### src/rtl/keypad_if.sv
// Keypad scanner bus: matrix rows/columns, clear, decoded key and operand.
`timescale 1ns/1ps
interface keypad_if;
  logic [3:0] row;
  logic       clear;
  logic [3:0] col;
  logic [3:0] key_code;
  logic       key_valid;
  logic       key_down;
  logic [7:0] operand;
  logic       operand_valid;

  modport master (
    output row, clear,
    input  col, key_code, key_valid,
    input  key_down, operand, operand_valid
  );

  modport slave (
    input  row, clear,
    output col, key_code, key_valid,
    output key_down, operand, operand_valid
  );
endinterface

### src/rtl/keypad_hex_entry.sv
// 4x4 hex keypad scanner, debouncer and two-digit operand packer.
// Define KEYPAD_GHOST_REJECT_EN to reject multi-key scans instead of taking the lowest code.
`timescale 1ns/1ps
module keypad_hex_entry #(
  parameter int SCAN_DIV       = 50000,
  parameter int DEBOUNCE_SCANS = 8
) (
  input logic     clk,
  input logic     rst,
  keypad_if.slave kp
);

  localparam int SW = $clog2(SCAN_DIV);
  localparam int CW = $clog2(DEBOUNCE_SCANS + 1);

  typedef enum logic [1:0] {
    IDLE, DEBOUNCE, HELD, RELEASE
  } state_t;

  state_t          state, state_n;
  logic [3:0]      row_m, row_s;
  logic [SW-1:0]   slot;
  logic [1:0]      col_idx;
  logic [2:0][3:0] hits;
  logic            slot_end, scan_done;
  logic [15:0]     map;
  logic            any, multi, is_key;
  logic [3:0]      code;
  logic [3:0]      cand, cand_n;
  logic [CW-1:0]   cnt, cnt_n;
  logic            accept, down;
  logic [3:0]      key_code_q;
  logic            key_valid_q, op_valid_q;
  logic [7:0]      operand_q;
  logic            digit;

  assign slot_end  = (slot == SW'(SCAN_DIV - 1));
  assign scan_done = slot_end && (col_idx == 2'd3);

  always_ff @(posedge clk or posedge rst) begin
    if (rst) begin
      row_m   <= 4'b1111;
      row_s   <= 4'b1111;
      slot    <= '0;
      col_idx <= 2'd0;
      hits    <= '0;
    end else begin
      row_m <= kp.row;
      row_s <= row_m;
      if (slot_end) begin
        slot    <= '0;
        col_idx <= col_idx + 2'd1;
        unique case (col_idx)
          2'd0: hits[0] <= ~row_s;
          2'd1: hits[1] <= ~row_s;
          2'd2: hits[2] <= ~row_s;
          default: ;
        endcase
      end else begin
        slot <= slot + SW'(1);
      end
    end
  end

  assign kp.col = ~(4'b0001 << col_idx);

  // Column 3 is taken live from the synchronizer on the deciding cycle
  always_comb begin
    map  = '0;
    code = 4'd0;
    for (int r = 0; r < 4; r++) begin
      for (int c = 0; c < 3; c++) begin
        map[r*4+c] = hits[c][r];
      end
      map[r*4+3] = ~row_s[r];
    end
    for (int i = 15; i >= 0; i--) begin
      if (map[i]) code = 4'(i);
    end
  end

  assign any   = |map;
  assign multi = |(map & (map - 16'd1));
`ifdef KEYPAD_GHOST_REJECT_EN
  assign is_key = any && !multi;
`else
  assign is_key = any;
`endif

  always_ff @(posedge clk or posedge rst) begin
    if (rst) begin
      state <= IDLE;
      cand  <= 4'd0;
      cnt   <= '0;
    end else begin
      state <= state_n;
      cand  <= cand_n;
      cnt   <= cnt_n;
    end
  end

  always_comb begin
    state_n = state;
    cand_n  = cand;
    cnt_n   = cnt;
    if (scan_done) begin
      unique case (state)
        IDLE: begin
          if (is_key) begin
            cand_n = code;
            if (DEBOUNCE_SCANS == 1) begin
              state_n = HELD;
              cnt_n   = '0;
            end else begin
              state_n = DEBOUNCE;
              cnt_n   = CW'(1);
            end
          end
        end
        DEBOUNCE: begin
          if (is_key && code == cand) begin
            if (cnt == CW'(DEBOUNCE_SCANS - 1)) begin
              state_n = HELD;
              cnt_n   = '0;
            end else begin
              cnt_n = cnt + CW'(1);
            end
          end else if (is_key) begin
            cand_n = code;
            cnt_n  = CW'(1);
          end else begin
            state_n = IDLE;
            cnt_n   = '0;
          end
        end
        // Only a truly empty scan starts a release; rejected ghosts are ignored
        HELD: begin
          if (!any) begin
            if (DEBOUNCE_SCANS == 1) begin
              state_n = IDLE;
              cnt_n   = '0;
            end else begin
              state_n = RELEASE;
              cnt_n   = CW'(1);
            end
          end
        end
        RELEASE: begin
          if (!is_key) begin
            if (cnt == CW'(DEBOUNCE_SCANS - 1)) begin
              state_n = IDLE;
              cnt_n   = '0;
            end else begin
              cnt_n = cnt + CW'(1);
            end
          end else begin
            state_n = HELD;
            cnt_n   = '0;
          end
        end
        default: begin
          state_n = IDLE;
          cnt_n   = '0;
        end
      endcase
    end
  end

  always_comb begin
    down   = (state == HELD) || (state == RELEASE);
    accept = scan_done && !down && (state_n == HELD);
  end

  always_ff @(posedge clk or posedge rst) begin
    if (rst) begin
      key_code_q  <= 4'd0;
      key_valid_q <= 1'b0;
      op_valid_q  <= 1'b0;
      operand_q   <= 8'd0;
      digit       <= 1'b0;
    end else begin
      key_valid_q <= accept;
      op_valid_q  <= accept && digit && !kp.clear;
      if (accept) key_code_q <= cand_n;
      if (kp.clear) begin
        operand_q <= 8'd0;
        digit     <= 1'b0;
      end else if (accept) begin
        operand_q <= {operand_q[3:0], cand_n};
        digit     <= ~digit;
      end
    end
  end

  assign kp.key_code      = key_code_q;
  assign kp.key_valid     = key_valid_q;
  assign kp.key_down      = down;
  assign kp.operand       = operand_q;
  assign kp.operand_valid = op_valid_q;

endmodule

### src/flat_wrapper.sv
// flat-port wrapper written by rule: the top's interface ports become plain ports
module keypad_hex_entry_flat 
#(
  parameter int SCAN_DIV       = 50000,
  parameter int DEBOUNCE_SCANS = 8
)
  (clk, rst, kp_row, kp_clear, kp_col, kp_key_code, kp_key_valid, kp_key_down, kp_operand, kp_operand_valid);
  keypad_if kp_i ();
  input logic clk;
  input logic rst;
  input wire logic [$bits(kp_i.row)-1:0] kp_row;
  input wire logic [$bits(kp_i.clear)-1:0] kp_clear;
  output wire logic [$bits(kp_i.col)-1:0] kp_col;
  output wire logic [$bits(kp_i.key_code)-1:0] kp_key_code;
  output wire logic [$bits(kp_i.key_valid)-1:0] kp_key_valid;
  output wire logic [$bits(kp_i.key_down)-1:0] kp_key_down;
  output wire logic [$bits(kp_i.operand)-1:0] kp_operand;
  output wire logic [$bits(kp_i.operand_valid)-1:0] kp_operand_valid;
  assign kp_i.row = kp_row;
  assign kp_i.clear = kp_clear;
  assign kp_col = kp_i.col;
  assign kp_key_code = kp_i.key_code;
  assign kp_key_valid = kp_i.key_valid;
  assign kp_key_down = kp_i.key_down;
  assign kp_operand = kp_i.operand;
  assign kp_operand_valid = kp_i.operand_valid;
  keypad_hex_entry #(.SCAN_DIV(SCAN_DIV), .DEBOUNCE_SCANS(DEBOUNCE_SCANS)) u_core (.clk(clk), .rst(rst), .kp(kp_i));
endmodule
### config.mk
export PLATFORM = sky130hd
export DESIGN_NAME = keypad_hex_entry_flat
export DESIGN_NICKNAME = d
export VERILOG_FILES = /design/src/rtl/keypad_if.sv /design/src/rtl/keypad_hex_entry.sv /design/src/flat_wrapper.sv
export SDC_FILE = /design/constraint.sdc
export NUM_CORES = 1
export LEC_CHECK = 0
export CAP_MARGIN = 25
export CORE_ASPECT_RATIO = 0.7
export CORE_MARGIN = 2
export CORE_UTILIZATION = 52
export DETAILED_ROUTE_END_ITERATION = 6
export PLACE_DENSITY = 0.78
export SLEW_MARGIN = 20
export SYNTH_ARGS = -nofsm -noshare
export SYNTH_HDL_FRONTEND = slang
export SYNTH_SLANG_ARGS = --single-unit
### constraint.sdc
create_clock -name clk -period 2.4 [get_ports clk]
set_input_delay 0.48 -clock clk [delete_from_list [all_inputs] [get_ports clk]]
set_output_delay 0.48 -clock clk [all_outputs]
set_load 0.01 [all_outputs]
==> impl_metrics.csv <==
group,metric,value,unit
run_status,status,"finished, violations left",
run_status,violations,"negative setup slack",
min_path,min_from,"u_core.row_m[2]",
setup_path,crit_start,"u_core.row_s[0]",
global_routing,grt_max_degree,64,
timing,worst_slew_margin_rel,0.650,
placed_design,io_buffers,25,
route,via_per_inst,5.88,
floorplan,die_w,97.2,µm
setup_path,worst-setup-path-type,"flop to flop",
flow_run,cap_viol_max_count,0,
global_routing,antenna_found_initial,0,
timing,finalCritPeriodShare,1.01,
setup_path,cp_num_buf_inv,1,
setup_path,cp.arrival,2660,ps
setup_path,required,2630,ps
yosys,synthCells,315,
global_routing,grt_pass1_vias,2572,
clock_network,cts_tree,"yes",
timing,fmax,411,MHz
power,power,2.06,mW
route,drtPass1Iterations,5,
power,p_sw_frac,0.226,
timing,rsz0062_at_grt,"yes",
placed_design,gp_congestion,0.946,
power,sequentialPowerShare,0.524,
yosys,synth_cell_types,58,
setup_path,cp_cell_sequence,"or4b_4 -> buf_6 -> nor4_4 -> xnor2_2 -> and3_1 -> o31a_1 -> o21ai_1 -> o211ai_1",
timing,fin_ws,-31.4,ps
timing,hold_viol,0,
yosys,synth-main-ff-cell,"dfrtp_1",
power,ir_drop,353,µV
setup_path,end_kind,"flop",
placed_design,dp_hpwl,5.19,mm
setup_path,worstReg2RegStart,"u_core.row_s[0]",
power,powerDensity,510,nW/µm²
route,drc,0,
global_routing,grt_remaining_overflow,0,
yosys,synth-async-reset-ratio,1.00,
setup_path,worst_path_max_delay_cell,"dfstp_2",
timing,tightest_slew,526,ps
clock_network,cts_made_buffers,9,
yosys,avgSynthCellArea,10.0,µm²
power,p_leak,1.78,nW
floorplan,fp.dieH,69.2,µm
final_layout,drive_gt1_frac,0.240,
yosys,synthesis.nets,328,
clock_network,path_clk_slew,70,ps
route,num_vias,2716,
yosys,yosys_warnings,0,
yosys,synth_seq_cells,63,
route,drtIter0Drc,160,
clock_network,htree_num_levels,3,
route,wl,7.41,mm
floorplan,die_area,6730,µm²
global_routing,track_usage,0.231,
min_path,min_path_type,"flop to flop",
floorplan,initial_utilization,0.547,
power,p_int,1.59,mW
route,wl_per_cell,16.0,µm
clock_network,clockBufferDepth,2,
timing,period_needed,2430,ps
yosys,synth_seq_area_share,0.502,
setup_path,cpPeakStageDelay,520,ps
power,power_frac_clock,0.428,
setup_path,path_max_fanout,3,
setup_path,start_kind,"flop",
final_layout,syn_to_final_growth,27.6,%
floorplan,rows,23,
placed_design,dp.cells,444,
power,pwr-share-comb,0.047,
yosys,synth_edf_count,0,
floorplan,core,5780,µm²
final_layout,num-nets-final,395,
timing,clock_skew,8.62,ps
clock_network,clkSinkCount,63,
timing,setup_viol_count_final,4,
timing,drv_slew,0,
clock_network,insertion_delay,350,ps
global_routing,grt_pass1_wl,12.5,mm
final_layout,instances_no_fill,462,
route,ant_nets,0,
yosys,synth_area,3160,µm²
floorplan,io_pins,26,
clock_network,cts_root_buffer,"clkbuf_8",
setup_path,crit_family,"simple AND/OR/NAND/NOR gates",
power,switchingPower,465,µW
final_layout,antennaDiodeCount,0,
cell families (layout without fill, tap and decap cells):
kind of cell,count (synthesis),in the layout,synth area share
AO/OA/AOI/OAI,68,68,0.139
XOR/XNOR,15,15,0.0416
adder cells (fa/ha/maj),6,6,0.0237
buffers and inverters,25,96,0.0384
flip-flops,63,63,0.502
multiplexers,3,3,0.0107
AND/OR/NAND/NOR,135,136,0.245
worst paths after layout:
path                                    to  slack (ps)  cells past startpoint
setup / recovery             u_core.cnt[3]         -30                      8
hold / removal             u_core.row_s[2]         360                      0
setup reg to reg             u_core.cnt[3]         -30                      8
hold reg to reg            u_core.row_s[2]         360                      0
max in group asynchronous  u_core.row_m[1]        1580                      3
min in group asynchronous  u_core.slot[14]         510                      3
area by class of cell:
class / count / area [µm²]
clock buffers: 12 / 135
clock inverters: 4 / 47.5
fillers: 451 / 1750
inverters: 17 / 63.8
multi-input cells: 228 / 1550
flip-flops and latches: 63 / 1590
well taps: 75 / 93.8
repair buffers: 63 / 556
stage by stage:
stage	worst slack [ps]	utilization	cell area, µm²	setup TNS [ps]	hold WS (ps)
floorplan	-71.6	-	3170	-580	345
global placement	4.77	0.648	3750	0	346
detailed placement	-60.3	0.648	3750	-141	347
CTS	3.52	0.685	3960	0	357
global route	-145	0.698	4040	-660	360
finish	-31.4	0.698	4040	-78.9	355
state kept, by name (all words and copies together) (netlist names), 2 cells and up:
register,cells
u_core.state,2
u_core.kp.key_code,4
u_core.cnt,4
u_core.col_idx,2
u_core.cand,4
u_core.hits,12
u_core.slot,16
u_core.kp.operand,8
u_core.row_s,4
u_core.row_m,4
power by group through the flow:
| stage | registers (mW) | clock network (mW) | logic, mW |
|---|---|---|---|
| after detailed placement | 1.10 | 0 | 0.0908 |
| after floorplan | 1.10 | 0 | 0.0489 |
| final | 1.08 | 0.882 | 0.0972 |
| after global placement | 1.10 | 0 | 0.0892 |
| after CTS | 1.08 | 0.891 | 0.0931 |
| after global routing | 1.08 | 0.955 | 0.107 |
what timing repair did:
item / 4_1_cts / 5_1_grt
hold buffers: 0 / 0
pin swaps: 4 / 10
hold endpoints to repair: 0 / 0
buffers inserted: 1 / 0
setup endpoints to repair: 6 / 27
gates cloned: 0 / 1
gates resized for setup: 4 / 16
cell usage after synthesis (all sizes together) (2+ instances only):
cell / count / area (µm²)
o2111ai: 2 / 17.5
a31oi: 2 / 12.5
ha: 6 / 75.1
dfstp: 8 / 210
o311ai: 2 / 17.5
clkbuf: 3 / 11.3
xor2: 6 / 52.6
nor4b: 6 / 52.6
nand3: 14 / 70.1
mux2: 3 / 33.8
nand4: 9 / 71.3
nand3b: 2 / 15.0
nor3: 8 / 40.0
nor3b: 3 / 22.5
xnor2: 9 / 78.8
and4: 2 / 17.5
and3: 7 / 45.1
o211ai: 4 / 35.0
inv: 17 / 63.8
dfrtp: 55 / 1380
buf: 5 / 46.3
nand2: 43 / 161
and2: 2 / 12.5
o21ai: 24 / 120
a21o: 2 / 16.3
or4b: 6 / 63.8
nor2b: 2 / 12.5
nor2: 17 / 63.8
a21oi: 16 / 80.1
o31ai: 2 / 15.0
a211o: 2 / 17.5
or3: 6 / 37.5
nor4: 4 / 55.1
layer usage:
layer | wire length, µm | global-route usage
met4 | 104 | 0.0782
met3 | 493 | 0.0665
met1 | 3440 | 0.336
met5 | 0 | 0
met2 | 3370 | 0.333
cell usage in the layout (no fill, tap or decap), types with 9 or more instances in the layout:
cell,instances
o21ai_0,22
clkbuf_8,9
dfrtp_1,55
nand3_1,13
a21oi_1,15
nand2_1,42
inv_1,16
clkdlybuf4s50_1,25
buf_4,35
nor2_1,15
No activity file was read; power rests on OpenSTA's default activity.
